[src/rtl/console_uart_rx.sv]
// Console UART receiver: 16x oversampled 8N1 (or 8E1) deserializer feeding a
// show-ahead byte FIFO, with sticky frame/overrun/parity error flags.
// Optional feature macro: CONSOLE_RX_PARITY_EN selects 8E1 framing with a
// PARITY state; without it framing is 8N1 and parity_err is tied low.
module console_uart_rx #(
  parameter int DIV   = 256,
  parameter int DEPTH = 8
) (
  input  logic                     sysclk,
  input  logic                     sys_rst_n,
  input  logic                     rxd,
  input  logic                     rd_ready,
  input  logic                     err_clr,
  output logic                     rd_valid,
  output logic [7:0]               rd_data,
  output logic [$clog2(DEPTH):0]   fifo_count,
  output logic                     frame_err,
  output logic                     overrun,
  output logic                     parity_err,
  output logic                     rx_active
);

  localparam int          AW     = $clog2(DEPTH);
  localparam logic [15:0] DIV_M1 = 16'(DIV - 1);
  localparam logic [AW:0] FULL   = (AW+1)'(DEPTH);

  typedef enum logic [2:0] {
    S_IDLE,
    S_START,
    S_DATA,
`ifdef CONSOLE_RX_PARITY_EN
    S_PARITY,
`endif
    S_STOP,
    S_BREAK
  } state_e;

  state_e      state_q, state_d;
  logic        rxd_s1_q, rxd_s2_q;
  logic        rxd_s;
  logic [15:0] div_cnt_q, div_cnt_d;
  logic        tick;
  logic [3:0]  sub_q, sub_d;     // ticks since last sample point
  logic [2:0]  bit_q, bit_d;     // data bit index
  logic [7:0]  sh_q, sh_d;       // LSB-first shift register
  logic        push;
  logic        fe_set;

  logic [7:0]  mem_q [DEPTH];
  logic [AW-1:0] wr_ptr_q, rd_ptr_q;
  logic [AW:0] cnt_q, cnt_d;
  logic        pop, full, accept_push, ovr_set;
  logic        fe_q, ovr_q;

  assign rxd_s = rxd_s2_q;

  // Two-flop synchronizer; idles high so reset never looks like a start bit
  always_ff @(posedge sysclk or negedge sys_rst_n) begin
    if (!sys_rst_n) begin
      rxd_s1_q <= 1'b1;
      rxd_s2_q <= 1'b1;
    end else begin
      rxd_s1_q <= rxd;
      rxd_s2_q <= rxd_s1_q;
    end
  end

  // Oversample divider: held at 0 in IDLE so a start edge restarts it
  assign tick = (div_cnt_q == DIV_M1);
  always_comb begin
    div_cnt_d = div_cnt_q + 16'd1;
    if (state_q == S_IDLE || tick) div_cnt_d = 16'd0;
  end

  // Frame state and datapath registers
  always_ff @(posedge sysclk or negedge sys_rst_n) begin
    if (!sys_rst_n) begin
      state_q   <= S_IDLE;
      div_cnt_q <= 16'd0;
      sub_q     <= 4'd0;
      bit_q     <= 3'd0;
      sh_q      <= 8'h00;
    end else begin
      state_q   <= state_d;
      div_cnt_q <= div_cnt_d;
      sub_q     <= sub_d;
      bit_q     <= bit_d;
      sh_q      <= sh_d;
    end
  end

`ifdef CONSOLE_RX_PARITY_EN
  logic pe_set;
  logic pe_q;
`endif

  // Next-state: start at mid-bit (tick 8), then one sample every 16 ticks
  always_comb begin
    state_d = state_q;
    sub_d   = sub_q;
    bit_d   = bit_q;
    sh_d    = sh_q;
    push    = 1'b0;
    fe_set  = 1'b0;
`ifdef CONSOLE_RX_PARITY_EN
    pe_set  = 1'b0;
`endif
    case (state_q)
      S_IDLE: begin
        if (!rxd_s) begin
          state_d = S_START;
          sub_d   = 4'd0;
        end
      end
      S_START: begin
        if (tick) begin
          if (sub_q == 4'd7) begin
            sub_d   = 4'd0;
            bit_d   = 3'd0;
            state_d = rxd_s ? S_IDLE : S_DATA;
          end else begin
            sub_d = sub_q + 4'd1;
          end
        end
      end
      S_DATA: begin
        if (tick) begin
          if (sub_q == 4'd15) begin
            sh_d  = {rxd_s, sh_q[7:1]};
            sub_d = 4'd0;
            bit_d = bit_q + 3'd1;
            if (bit_q == 3'd7) begin
`ifdef CONSOLE_RX_PARITY_EN
              state_d = S_PARITY;
`else
              state_d = S_STOP;
`endif
            end
          end else begin
            sub_d = sub_q + 4'd1;
          end
        end
      end
`ifdef CONSOLE_RX_PARITY_EN
      S_PARITY: begin
        if (tick) begin
          if (sub_q == 4'd15) begin
            pe_set  = ^{sh_q, rxd_s};
            sub_d   = 4'd0;
            state_d = S_STOP;
          end else begin
            sub_d = sub_q + 4'd1;
          end
        end
      end
`endif
      S_STOP: begin
        if (tick) begin
          if (sub_q == 4'd15) begin
            sub_d = 4'd0;
            if (rxd_s) begin
              push    = 1'b1;
              state_d = S_IDLE;
            end else begin
              fe_set  = 1'b1;
              state_d = S_BREAK;
            end
          end else begin
            sub_d = sub_q + 4'd1;
          end
        end
      end
      S_BREAK: begin
        if (rxd_s) state_d = S_IDLE;
      end
      default: state_d = S_IDLE;
    endcase
  end

  assign rx_active = (state_q != S_IDLE);

  // FIFO control: a push on a full FIFO is accepted only with a same-cycle pop
  assign rd_valid    = (cnt_q != '0);
  assign pop         = rd_valid & rd_ready;
  assign full        = (cnt_q == FULL);
  assign accept_push = push & (~full | pop);
  assign ovr_set     = push & full & ~pop;

  always_comb begin
    cnt_d = cnt_q;
    case ({accept_push, pop})
      2'b10:   cnt_d = cnt_q + 1'b1;
      2'b01:   cnt_d = cnt_q - 1'b1;
      default: cnt_d = cnt_q;
    endcase
  end

  // FIFO pointers and occupancy; pointers wrap naturally at DEPTH
  always_ff @(posedge sysclk or negedge sys_rst_n) begin
    if (!sys_rst_n) begin
      wr_ptr_q <= '0;
      rd_ptr_q <= '0;
      cnt_q    <= '0;
    end else begin
      cnt_q <= cnt_d;
      if (accept_push) wr_ptr_q <= wr_ptr_q + 1'b1;
      if (pop)         rd_ptr_q <= rd_ptr_q + 1'b1;
    end
  end

  // FIFO storage (no reset needed; reads are masked by rd_valid)
  always_ff @(posedge sysclk) begin
    if (accept_push) mem_q[wr_ptr_q] <= sh_q;
  end

  assign rd_data    = rd_valid ? mem_q[rd_ptr_q] : 8'h00;
  assign fifo_count = cnt_q;

  // Sticky error flags; a set event wins over a coincident clear
  always_ff @(posedge sysclk or negedge sys_rst_n) begin
    if (!sys_rst_n) begin
      fe_q  <= 1'b0;
      ovr_q <= 1'b0;
    end else begin
      fe_q  <= fe_set  | (fe_q  & ~err_clr);
      ovr_q <= ovr_set | (ovr_q & ~err_clr);
    end
  end

  assign frame_err = fe_q;
  assign overrun   = ovr_q;

`ifdef CONSOLE_RX_PARITY_EN
  // Sticky parity error flag
  always_ff @(posedge sysclk or negedge sys_rst_n) begin
    if (!sys_rst_n) pe_q <= 1'b0;
    else            pe_q <= pe_set | (pe_q & ~err_clr);
  end
  assign parity_err = pe_q;
`else
  assign parity_err = 1'b0;
`endif

endmodule

[config.mk]
export PLATFORM = sky130hd
export DESIGN_NAME = console_uart_rx
export DESIGN_NICKNAME = d
export VERILOG_FILES = /design/src/rtl/console_uart_rx.sv
export SDC_FILE = /design/constraint.sdc
export NUM_CORES = 1
export LEC_CHECK = 0
export ABC_AREA = 1
export ABC_CLOCK_PERIOD_IN_PS = 3340
export CAP_MARGIN = 10
export CORE_MARGIN = 3
export CORE_UTILIZATION = 54
export CTS_CLUSTER_DIAMETER = 150
export DETAILED_ROUTE_END_ITERATION = 10
export GPL_ROUTABILITY_DRIVEN = 1
export MAX_ROUTING_LAYER = met4
export PLACE_DENSITY = 0.8
export SETUP_SLACK_MARGIN = 0.1
export SLEW_MARGIN = 20
export SYNTH_ARGS = -nofsm -noshare
export SYNTH_HDL_FRONTEND = slang
export SYNTH_SLANG_ARGS = --single-unit
[constraint.sdc]
create_clock -name sysclk -period 3.34 [get_ports sysclk]
set_clock_uncertainty 0.05 [all_clocks]
set_input_delay 0.501 -clock sysclk [delete_from_list [all_inputs] [get_ports sysclk]]
set_output_delay 0.501 -clock sysclk [all_outputs]
set_load 0.02 [all_outputs]
==> metrics.yaml <==
floorplanning:
  start_util_pct: 56.2
  ios: 22
  die_w_um: 102
  dieArea_sq_mm: 0.0104
  die_h_um: 102
  fp-row-count: 34
  core_sq_mm: 0.00881
power:
  leakage_nw: 2.40
  powerDensity_mw_per_mm2: 655
  ir_worst_vdd_mv: 0.349
  power.total_w: 0.00361
final_layout:
  final_cell_area_sq_mm: 0.00551
  finish.net_count: 513
  final_cell_mix: "nor2_1 (88), edfxtp_1 (64), nand2_1 (61)"
  final_common_cell: "nor2_1"
  areaGrowthSynthToFinish_pct: 11.2
  layout-drive-gt1-share_pct: 10.5
  n_antenna_cell: 0
routing:
  wl_um: 9090
  viasPerCell: 5.50
  drc: 0
  via_count: 3367
  wire_per_inst_um: 14.9
  first_iter_violations: 242
  ant_nets: 0
  first_pass_iters: 4
logic_synthesis:
  yosys_register_bits: 112
  synthCells: 470
  syn_area_per_cell_sq_um: 10.5
  synth.largest_area_cell: "edfxtp_1"
  yosys-top-cells-area: "edfxtp_1 (39%), dfrtp_1 (23%), nor2_1 (6.7%)"
  synth_async_sr_flop_share_pct: 42.9
  netlist_area_sq_mm: 0.00495
  yosys_warnings: 0
  synth_edf_count: 64
  synthFlopType: "edfxtp_1"
  seq_area_frac_synth_pct: 63.1
  syn-num-nets: 484
  yosysTopAreaCellShare_pct: 38.8
  ys_types: 43
placed_design:
  gp_congestion: 0.829
  portBuffers: 20
  postPlaceCellArea_sq_mm: 0.00531
  hpwl_um: 6340
sta:
  rsz0062_at_grt: "no"
  setup-tns-final_ns: 0
  relSlewSlack_pct: 60.0
  worst-slew-pin-transition_ns: 0.601
  setup_viol: 0
  fmax_ghz: 0.334
  worst_hold_slack_ns: 0.0727
  finalCriticalPeriod_ns: 2.99
  finalMaxSlewViolations: 0
  finalCritPeriodShare_pct: 89.5
  hold_viol: 0
setup_path:
  start_kind: "register"
  reg2reg_depth: 17
  critical_path_class: "register to output port"
  cp.required_ns: 2.79
  crit_path_end_kind: "output port"
  worstPathArrival_ns: 2.44
  reg2reg_setup_slack_ns: 0.81
  path_max_fanout: 28
  r2r_start: "div_cnt_q[0]"
  r2r_end: "fifo_count[3]"
clock_network:
  numClockSinks: 112
  clk_latency_ns: 0.37
  path_clk_slew_ns: 0.11
  cts-root-buf: "clkbuf_8"
  cts_hold_buf: 0
  tritoncts: "built"
  h-tree-depth: 3
  clk_path_buf_depth: 2
  cts_made_buffers: 9
grt:
  grtUsageMet3_pct: 5.03
  grtUsageMet1_pct: 25.5
  grt_pass1_vias: 3245
  antenna_found_initial: 0
  overflow: 0
  busiest_layer: "met2"
  grtUsageTotal_pct: 19.6
  grt_max_degree: 49
  grt_pass1_wl_um: 15300
  met2_usage_pct: 31.5
status:
  status: "finished, final reports clean"
job:
  cap_violations: 0
min_path:
  worst_hold_path_type: "primary input to asynchronous set/reset pin"
area by class of cell:
type	instances	area (sq um)
Clock buffer	9	124
Clock inverter	7	70.1
Fill cell	705	3300
Inverter	45	169
Multi-Input combinational cell	300	1600
Sequential cell	112	3130
Tap cell	108	135
Timing Repair Buffer	31	280
Yosys cell counts (all sizes together), types with 2 or more instances:
cell    instances
o21bai          2
ha              8
nand4           2
o32ai          17
edfxtp         64
a21oi           9
dfstp           2
xnor2           3
nand3          15
o21ai          43
nor3           15
nor2           95
dfrtp          46
nand2          67
or2             2
inv            45
nor3b           5
buf             4
xor2            5
clkbuf          9
worst max-delay path by stage:
stage / startpoint / end / slack, ns / depth (start not counted)
finish: rd_ptr_q[0] / rd_data[0] / 0.35 / 6
floorplan: div_cnt_q[0] / mem_q[0][0] / 0.96 / 8
CTS: rd_ptr_q[1] / rd_data[0] / 0.14 / 5
global route: rd_ptr_q[0] / rd_data[7] / 0.19 / 6
global placement: rd_ptr_q[1] / rd_data[6] / 0.67 / 5
detailed placement: rd_ptr_q[1] / rd_data[0] / 0.59 / 5
sequential cells by signal, indices dropped and copies added (netlist names), 3 cells and up:
signal	cells
mem_q	64
div_cnt_q	16
sub_q	4
rd_ptr_q	3
state_q	3
wr_ptr_q	3
fifo_count	4
bit_q	3
sh_q	8
critical path, cell delays in order, from the launching register on:
cell and delay [ns]:
dfrtp_1 0.45, buf_4 0.31, nor2_1 0.08, o32ai_1 0.30, nor2_1 0.07, nor2_1 0.19
clkdlybuf4s50_1 0.65
metrics by stage:
stage | util (%) | std cells | worst slack, ns
final | 62.5 | 612 | 0.350
after global routing | 62.5 | 612 | 0.188
after CTS | 62.5 | 612 | 0.144
after detailed placement | 60.3 | 596 | 0.589
after global placement | 60.3 | 596 | 0.674
after floorplan | - | 470 | 0.957
power breakdown:
part / total [W] / internal [W] / switching, W
clock: 0.000771 / 0.000292 / 0.000479
sequential: 0.00160 / 0.00150 / 0.000104
combinational: 0.00124 / 0.000512 / 0.000724
cell families (layout without fill, tap and decap cells):
group	after synthesis	after routing	share of synthesized area (%)
AO/OA/AOI/OAI	79	79	9.83
adder cells (fa/ha/maj)	9	9	2.43
multiplexers	1	1	0.227
flip-flops	112	112	63.1
AND/OR/NAND/NOR	202	202	18.4
other	1	1	0.0757
XOR/XNOR	8	8	1.42
buffers and inverters	58	92	4.52
per-layer routing:
layer	routed length (um)	up-vias
li1	-	1662
met1	3930	1613
met2	4650	82
met3	435	10
met4	86	0
met5	0	-
repair_timing:
item,CTS,global route
gates resized for setup,0,1
setup buffers,0,0
endpoints found under the setup margin,0,8
No activity file was read; power rests on OpenSTA's default activity.
